<file path="src/rtl/instr_encoder.sv">
`default_nettype none
// ============================================================================
// Module   : instr_encoder
// Brief    : Packs {acc, op, imm} field sets into instruction bytes, buffers
//            them in a FIFO and writes them to sequential program-memory
//            addresses. Optional running checksum: INSTR_ENCODER_CHECKSUM_EN.
// Revision : 1.0
// ============================================================================
module instr_encoder #(
    parameter int ADDR_WIDTH = 4,
    parameter int FIFO_DEPTH = 4
) (
    input  logic                  clk,
    input  logic                  rst_n,
    input  logic                  in_valid,
    output logic                  in_ready,
    input  logic                  in_is_using_acc,
    input  logic [2:0]            in_opcode,
    input  logic [3:0]            in_immediate,
    input  logic                  in_last,
    input  logic                  clear,
    output logic                  mem_we,
    output logic [ADDR_WIDTH-1:0] mem_addr,
    output logic [7:0]            mem_wdata,
    input  logic                  mem_ready,
    output logic                  done,
    output logic [ADDR_WIDTH:0]   count,
    output logic [7:0]            checksum
);

    localparam int c_ptr_w = $clog2(FIFO_DEPTH);

    localparam logic [1:0] c_st_idle  = 2'd0;
    localparam logic [1:0] c_st_write = 2'd1;
    localparam logic [1:0] c_st_done  = 2'd2;

    localparam logic [c_ptr_w:0]    c_occ_full = (c_ptr_w+1)'(FIFO_DEPTH);
    localparam logic [c_ptr_w:0]    c_occ_one  = (c_ptr_w+1)'(1);
    localparam logic [c_ptr_w-1:0]  c_ptr_one  = c_ptr_w'(1);
    localparam logic [ADDR_WIDTH:0] c_capacity = {1'b1, {ADDR_WIDTH{1'b0}}};
    localparam logic [ADDR_WIDTH:0] c_cnt_one  = (ADDR_WIDTH+1)'(1);
    localparam logic [ADDR_WIDTH-1:0] c_addr_one = ADDR_WIDTH'(1);

    logic [1:0]            r_state;
    logic [1:0]            w_state_nxt;
    logic [8:0]            r_fifo [FIFO_DEPTH];
    logic [c_ptr_w-1:0]    r_wr_ptr;
    logic [c_ptr_w-1:0]    r_rd_ptr;
    logic [c_ptr_w:0]      r_occ;
    logic                  r_last_accepted;
    logic [ADDR_WIDTH-1:0] r_mem_addr;
    logic [7:0]            r_mem_wdata;
    logic [ADDR_WIDTH:0]   r_count;

    logic [7:0]            w_in_byte;
    logic [8:0]            w_in_entry;
    logic [8:0]            w_head;
    logic [c_ptr_w-1:0]    w_rd_ptr_nxt;
    logic [7:0]            w_next_byte;
    logic                  w_full;
    logic                  w_push;
    logic                  w_pop;
    logic                  w_has_next;
    logic                  w_load_head;
    logic                  w_load_next;
    logic [ADDR_WIDTH:0]   w_count_inc;

    assign w_in_byte    = {in_is_using_acc, in_opcode, in_immediate};
    assign w_in_entry   = {in_last, w_in_byte};
    assign w_head       = r_fifo[r_rd_ptr];
    assign w_rd_ptr_nxt = r_rd_ptr + c_ptr_one;
    assign w_full       = (r_occ == c_occ_full);
    assign w_count_inc  = r_count + c_cnt_one;

    // rst_n gates in_ready so the port reads 0 for the whole reset window.
    assign in_ready = rst_n && !w_full && (r_state != c_st_done) && !r_last_accepted && !clear;
    assign w_push   = in_valid && in_ready;
    assign w_pop    = (r_state == c_st_write) && mem_ready && !clear;

    // After a pop the next head is either the second stored entry or, when the
    // FIFO held only the head, the byte being pushed in the same cycle.
    assign w_has_next  = (r_occ > c_occ_one) || w_push;
    assign w_next_byte = (r_occ > c_occ_one) ? r_fifo[w_rd_ptr_nxt][7:0] : w_in_byte;
    assign w_load_head = (r_state == c_st_idle) && (r_occ != '0);
    assign w_load_next = w_pop && w_has_next;

    assign mem_we    = (r_state == c_st_write);
    assign done      = (r_state == c_st_done);
    assign mem_addr  = r_mem_addr;
    assign mem_wdata = r_mem_wdata;
    assign count     = r_count;

    always_ff @(posedge clk or negedge rst_n) begin
        if (!rst_n) begin
            r_state <= c_st_idle;
        end else begin
            r_state <= w_state_nxt;
        end
    end

    always_comb begin
        w_state_nxt = r_state;
        case (r_state)
            c_st_idle: begin
                if (r_occ != '0) w_state_nxt = c_st_write;
            end
            c_st_write: begin
                if (w_pop) begin
                    if (w_head[8] || (w_count_inc == c_capacity)) w_state_nxt = c_st_done;
                    else if (!w_has_next)                         w_state_nxt = c_st_idle;
                end
            end
            c_st_done: begin
                w_state_nxt = c_st_done;
            end
            default: begin
                w_state_nxt = c_st_idle;
            end
        endcase
        if (clear) w_state_nxt = c_st_idle;
    end

    always_ff @(posedge clk) begin
        if (w_push) r_fifo[r_wr_ptr] <= w_in_entry;
    end

    always_ff @(posedge clk or negedge rst_n) begin
        if (!rst_n) begin
            r_wr_ptr        <= '0;
            r_rd_ptr        <= '0;
            r_occ           <= '0;
            r_last_accepted <= 1'b0;
            r_mem_addr      <= '0;
            r_mem_wdata     <= '0;
            r_count         <= '0;
        end else if (clear) begin
            r_wr_ptr        <= '0;
            r_rd_ptr        <= '0;
            r_occ           <= '0;
            r_last_accepted <= 1'b0;
            r_mem_addr      <= '0;
            r_mem_wdata     <= '0;
            r_count         <= '0;
        end else begin
            if (w_push) begin
                r_wr_ptr <= r_wr_ptr + c_ptr_one;
                if (in_last) r_last_accepted <= 1'b1;
            end
            if (w_pop) begin
                r_rd_ptr   <= w_rd_ptr_nxt;
                r_mem_addr <= r_mem_addr + c_addr_one;
                r_count    <= w_count_inc;
            end
            case ({w_push, w_pop})
                2'b10:   r_occ <= r_occ + c_occ_one;
                2'b01:   r_occ <= r_occ - c_occ_one;
                default: r_occ <= r_occ;
            endcase
            if (w_load_head)      r_mem_wdata <= w_head[7:0];
            else if (w_load_next) r_mem_wdata <= w_next_byte;
        end
    end

`ifdef INSTR_ENCODER_CHECKSUM_EN
    logic [7:0] r_checksum;

    always_ff @(posedge clk or negedge rst_n) begin
        if (!rst_n) begin
            r_checksum <= 8'h00;
        end else if (clear) begin
            r_checksum <= 8'h00;
        end else if (w_pop) begin
            r_checksum <= r_checksum + r_mem_wdata;
        end
    end

    assign checksum = r_checksum;
`else
    assign checksum = 8'h00;
`endif

endmodule
`default_nettype wire
</file>
<file path="config.mk">
export PLATFORM = sky130hd
export DESIGN_NAME = instr_encoder
export DESIGN_NICKNAME = d
export VERILOG_FILES = /design/src/rtl/instr_encoder.sv
export SDC_FILE = /design/constraint.sdc
export NUM_CORES = 1
export LEC_CHECK = 0
export BUFFER_PORTS_ARGS = -buffer_cell sky130_fd_sc_hd__buf_4
export CAP_MARGIN = 20
export CORE_MARGIN = 2
export CORE_UTILIZATION = 54
export CTS_BUF_LIST = sky130_fd_sc_hd__clkbuf_4
export DETAILED_ROUTE_END_ITERATION = 8
export GPL_TIMING_DRIVEN = 0
export PLACE_DENSITY = 0.76
export SLEW_MARGIN = 25
export SYNTH_ARGS = -nofsm -noshare
export SYNTH_HDL_FRONTEND = slang
export SYNTH_SLANG_ARGS = --single-unit
</file>
<file path="constraint.sdc">
create_clock -name clk -period 1.9 [get_ports clk]
set_input_delay 0.38 -clock clk [delete_from_list [all_inputs] [get_ports clk]]
set_output_delay 0.38 -clock clk [all_outputs]
set_load 0.02 [all_outputs]
</file>
== Word level (Yosys, flattened, before mapping) ==
Memory sizes are Yosys's and may differ from the RTL's.
Index checks and enable logic that the tools add are counted.
Cells by class
  $lt $le $gt $ge: 1
  eq/ne operators: 10
  muxes and demuxes: 25
  reductions and logical operators: 23
  add/subtract/negate cells: 6
Operators with widths (count)
  2-to-1 mux 8 bit: 4
  2-to-1 mux 2 bit: 9
  2-to-1 mux 5 bit: 2
  logical AND 1 bit: 9
  nonzero test 3 bit: 3
  2-to-1 mux 4 bit: 2
  != test 3 x 2 -> 1 bit, second input constant: 2
  case mux 2 bit (3 select lines): 1
  case mux 3 bit (2 select lines): 1
  nonzero test 2 bit: 3
  adder 5 x 1 -> 5 bit, second input constant: 1
  equality test 5 bit, second input constant: 1
  2-to-1 mux 1 bit: 5
  adder 2 x 1 -> 2 bit, second input constant: 2
  adder 4 x 1 -> 4 bit, second input constant: 1
  equality test 2 x 1 -> 1 bit, second input constant: 2
  equality test 2 bit, second input constant: 2
  != test 4 x 3 -> 1 bit, second input constant: 1
  adder 3 x 1 -> 3 bit, second input constant: 1
  equality test 3 bit, second input constant: 1
  > comparator 3 x 1 -> 1 bit, second input constant: 1
  zero test 1 bit: 3
  2-to-1 mux 3 bit: 1
  AND reduction 3 bit: 1
  5 further kinds: 6
Storage, ports and cells
  word-level logic and storage cells: 74
  register bits after elaboration: 27
  memories: 1
  memory bits (writable): 36
  output and inout bits: 28
  input port bits: 14
Memory list
  r_fifo: depth 4, bits a word 9, rd ports 2, clocked after Yosys merged registers in 0, wr ports 1, RTL line 46  | logic [8:0] r_fifo [FIFO_DEPTH];

== Depth between registers and ports, before layout ==
  word-level depth: 13
  mapped depth: 9
  depth with buffers taken out: 7

== Worst setup path before layout ==
OpenSTA, ideal clock, no wires.
  path type: register -> register
  from: register r_occ[1]
  to: register r_mem_wdata[6] (netlist: mem_wdata[6])
  path slack: -53 ps
  arrival time: 1832 ps
  stages on the path, launching flop included: 10
  required time: 1779 ps
  path buffers: 2
  clock period less this slack: 1953 ps
  library setup time: 121 ps
  path through: dfrtp_1 > inv_1 > ha_1 > nor2b_1 > or3_1 > clkbuf_1 > clkbuf_1 > nor2_1 > a31oi_1 > a22o_1
Between the ends
  cells in the longest elaborated chain, start to end: 10
  elaborated cells on any way between the ends: 17
  those cells by class: order compare: 1; eq/ne: 1; mux: 4; reduce/logical: 11
Ends and longest elaborated chain
  start: declaration: RTL line 49  | logic [c_ptr_w:0] r_occ;
  start signal: assignment: RTL line 155  | 2'b10: r_occ <= r_occ + c_occ_one;
  start signal: assignment: RTL line 156  | 2'b01: r_occ <= r_occ - c_occ_one;
  start signal: assignment: RTL line 157  | default: r_occ <= r_occ;
  equality test 3 bit: RTL line 72  | assign w_full = (r_occ == c_occ_full);
  zero test 1 bit: RTL line 76  | assign in_ready = rst_n && !w_full && (r_state != c_st_done) && !r_last_accepted && !clear;
  logical AND 1 bit (4 in series): RTL line 76
  logical AND 1 bit: RTL line 77  | assign w_push = in_valid && in_ready;
  logical OR 1 bit: RTL line 82  | assign w_has_next = (r_occ > c_occ_one) || w_push;
  logical AND 1 bit: RTL line 85  | assign w_load_next = w_pop && w_has_next;
  nonzero test 3 bit (no source line)
  end signal: assignment: RTL line 159  | if (w_load_head) r_mem_wdata <= w_head[7:0];
  end signal: assignment: RTL line 160  | else if (w_load_next) r_mem_wdata <= w_next_byte;
  end: declaration: RTL line 52  | logic [7:0] r_mem_wdata;
Parallel ways exist; a longest one is shown, timed or not. The select of a mux whose other input is x is not followed.
A chain may end at the register's enable or synchronous reset.

== Worst setup path in the final report ==
  from: register r_occ[0]
  to: register r_mem_wdata[1] (netlist: mem_wdata[1])
The elaborated chain is that of the path after synthesis.

==> impl_metrics.tcl <==
set metrics [dict create \
    yosysSeqAreaShare 0.5576 \
    cts.sinks 63 \
    drcViolationCount 0 \
    violations "setup timing" \
    r2r-end "mem_wdata[1]" \
    fmax_mhz 523.1 \
    slew_violations 0 \
    yosysTopAreaCell "edfxtp_1" \
    p_seq_frac 0.392 \
    worstSkewPairLatency_ps 410 \
    power_frac_comb 0.394 \
    min_period_ps 1912 \
    layout-drive-gt1-share 0.3465 \
    htreeDepth 3 \
    cts_buffer_depth 2 \
    floorplan.initialDensity 0.5652 \
    crit_fanout 8 \
    vias 2096 \
    grt_max_degree 28 \
    die_area_sq_um 6461 \
    synth_cells 238 \
    row_count 27 \
    r2r_slack_ps -10 \
    die_w_microns 80.38 \
    setup_viol 5 \
    stdcell_area_sq_um 3867 \
    dp_slack_ps -766.7 \
    drtPass1Iterations 4 \
    rsz0062_at_grt "yes" \
    synth_top_area_share 0.3431 \
    layout_commonest_cell "buf_4" \
    cts_tree "yes" \
    synth_flop_cell "edfxtp_1" \
    grt_use_total 0.2180 \
    power_switching_mw 1.449 \
    p_leak_nw 1.609 \
    synth.avg_cell_area_sq_um 13.24 \
    viasPerCell 5.589 \
    post-dp-hpwl_microns 4342 \
    grt_antenna_before_repair 0 \
    cts_root_buffer "clkbuf_4" \
    cts_buffers 9 \
    drtAntennaViolNets 0 \
    antenna_cells 0 \
    crit_type "reg -> reg" \
    r2r-start "r_occ[0]" \
    status "finished with violations" \
    ir_worst_vdd_mv 0.5158 \
    swShare 0.3406 \
    die_y_microns 80.38 \
    hold_viol 0 \
    powerDensity_nw_per_um2 1100 \
    grt_pass1_wl_microns 10160 \
    grt_pass1_vias 2055 \
    ys_seq_elements 63 \
    min_period_over_period 1.006 \
    ys_warn_count 0 \
    synth.area.top_cells "edfxtp_1 (34%), dfrtp_1 (21%), mux4_1 (6.7%)" \
    layout.cells.most_common_list "buf_4 (48), edfxtp_1 (36), nand2_1 (29)" \
    port-buffer-count 33 \
    required_ps 2210 \
    ys_types 38 \
    min_path_type "in -> reg" \
    min_path_cells 1 \
    core_sq_um 5574 \
    area_delta_synth_final_pct 22.76 \
    worstSetupEndpointType "register" \
    drt-initial-drc-count 147 \
    overflow 0 \
    clkPwrFrac 0.213 \
    internal_power_mw 2.806 \
    worst-r2r-cell-count 7 \
    hold_slack_ps 175.5 \
    wl_per_cell_microns 17.03 \
    async_flop_share 0.4286 \
    path_clk_slew_ps 110 \
    postLayoutSetupSlackWorst_ps -11.66 \
    nNetsFinal 322 \
    min_from "in_immediate[2]" \
    whs_endpoint "r_fifo[1][2]" \
    drv_cap 0 \
    postPlaceCellArea_sq_um 3531 \
    io-pin-count 42 \
    finClkSkew_ps 13.33 \
    crit_path_start_kind "register" \
    routed_wirelength_microns 6388 \
    gp_congestion 0.7669 \
    syn_area_sq_um 3151 \
    synth-edff-count 36 \
    cp.arrival_ps 2220 \
]
sequential cells by signal (all words and copies together) (netlist names):
name	cells
count	5
r_wr_ptr	2
mem_wdata	8
r_rd_ptr	2
r_occ	3
r_state	2
mem_addr	4
r_fifo	36
r_last_accepted	1
what timing repair did:
item,CTS,global route
hold endpoints to repair,27,0
setup endpoints to repair,48,47
setup buffers,6,2
hold buffers,2,0
pin swaps,10,1
resized for setup,21,21
final cells by class:
type	count	area, sq um
Buffer	21	161.4
Clock buffer	12	90.09
Clock inverter	4	46.29
Fill cell	423	1707
Inverter	5	21.27
Multi-Input combinational cell	155	1359
Sequential cell	63	1758
Tap cell	72	90.09
Timing Repair Buffer	43	341.6
Yosys cell counts, types with 4 or more instances:
cell / instances
inv_1: 5
clkbuf_1: 6
dfrtp_1: 27
edfxtp_1: 36
xnor2_1: 6
a21oi_1: 6
mux4_1: 8
nand2_1: 29
buf_2: 4
and2_1: 4
a31oi_1: 8
buf_4: 9
xor2_1: 6
mux4_2: 9
a22o_1: 8
nor2_1: 23
ha_1: 10
per-stage QoR:
| step | setup TNS (ps) | util | std cells | total power, mW |
|---|---|---|---|---|
| 6_report | -34.37 | 0.6938 | 375 | 4.255 |
| 5_1_grt | -803.7 | 0.6938 | 375 | 4.509 |
| 3_3_place_gp | -28370 | 0.6334 | 350 | 2.998 |
| 2_1_floorplan | 0 | - | 245 | 2.651 |
| 3_5_place_dp | -31490 | 0.6334 | 350 | 3.042 |
| 4_1_cts | -216.5 | 0.6801 | 373 | 4.098 |
worst max-delay path, stage by stage (launching register included):
cell,delay (ps)
dfrtp_1,440
inv_2,80
ha_4,160
nor2b_4,120
or3_4,370
buf_8,150
and3b_2,270
a22o_1,240
power groups by stage:
| stage | sequential, mW | combinational, mW | clock, mW |
|---|---|---|---|
| floorplan | 1.72 | 0.930 | 0 |
| global placement | 1.68 | 1.32 | 0 |
| detailed placement | 1.69 | 1.35 | 0 |
| CTS | 1.66 | 1.53 | 0.911 |
| global route | 1.69 | 1.84 | 0.982 |
| finish | 1.67 | 1.68 | 0.907 |
how the worst max path moves through the flow:
stage,slack (ps),end,startpoint
6_report,-10,mem_wdata[1],r_occ[0]
5_1_grt,-80,mem_wdata[2],r_occ[0]
3_5_place_dp,-770,r_fifo[1][7],rst_n
4_1_cts,-30,mem_wdata[1],r_occ[0]
3_3_place_gp,-680,r_fifo[0][7],rst_n
2_1_floorplan,10,mem_wdata[7],r_occ[0]
per-layer routing:
| layer | GRT usage | wire length (microns) |
|---|---|---|
| met5 | 0 | 0 |
| met1 | 0.2852 | 2715 |
| met2 | 0.3567 | 3288 |
| met4 | 0.07119 | 98 |
| met3 | 0.05730 | 285 |
cell families after synthesis:
group                      Yosys count  synth area share
adders and majority gates           10           0.03971
DFF                                 63            0.5576
muxes                               19            0.1374
other                                1          0.001190
and+or+nand+nor                     74            0.1108
xor gates and xnor gates            12           0.03336
AOI/OAI and AO/OA                   32           0.07308
buffers and inverters               27           0.04686
Note: power is estimated with default switching activity, not from simulation.
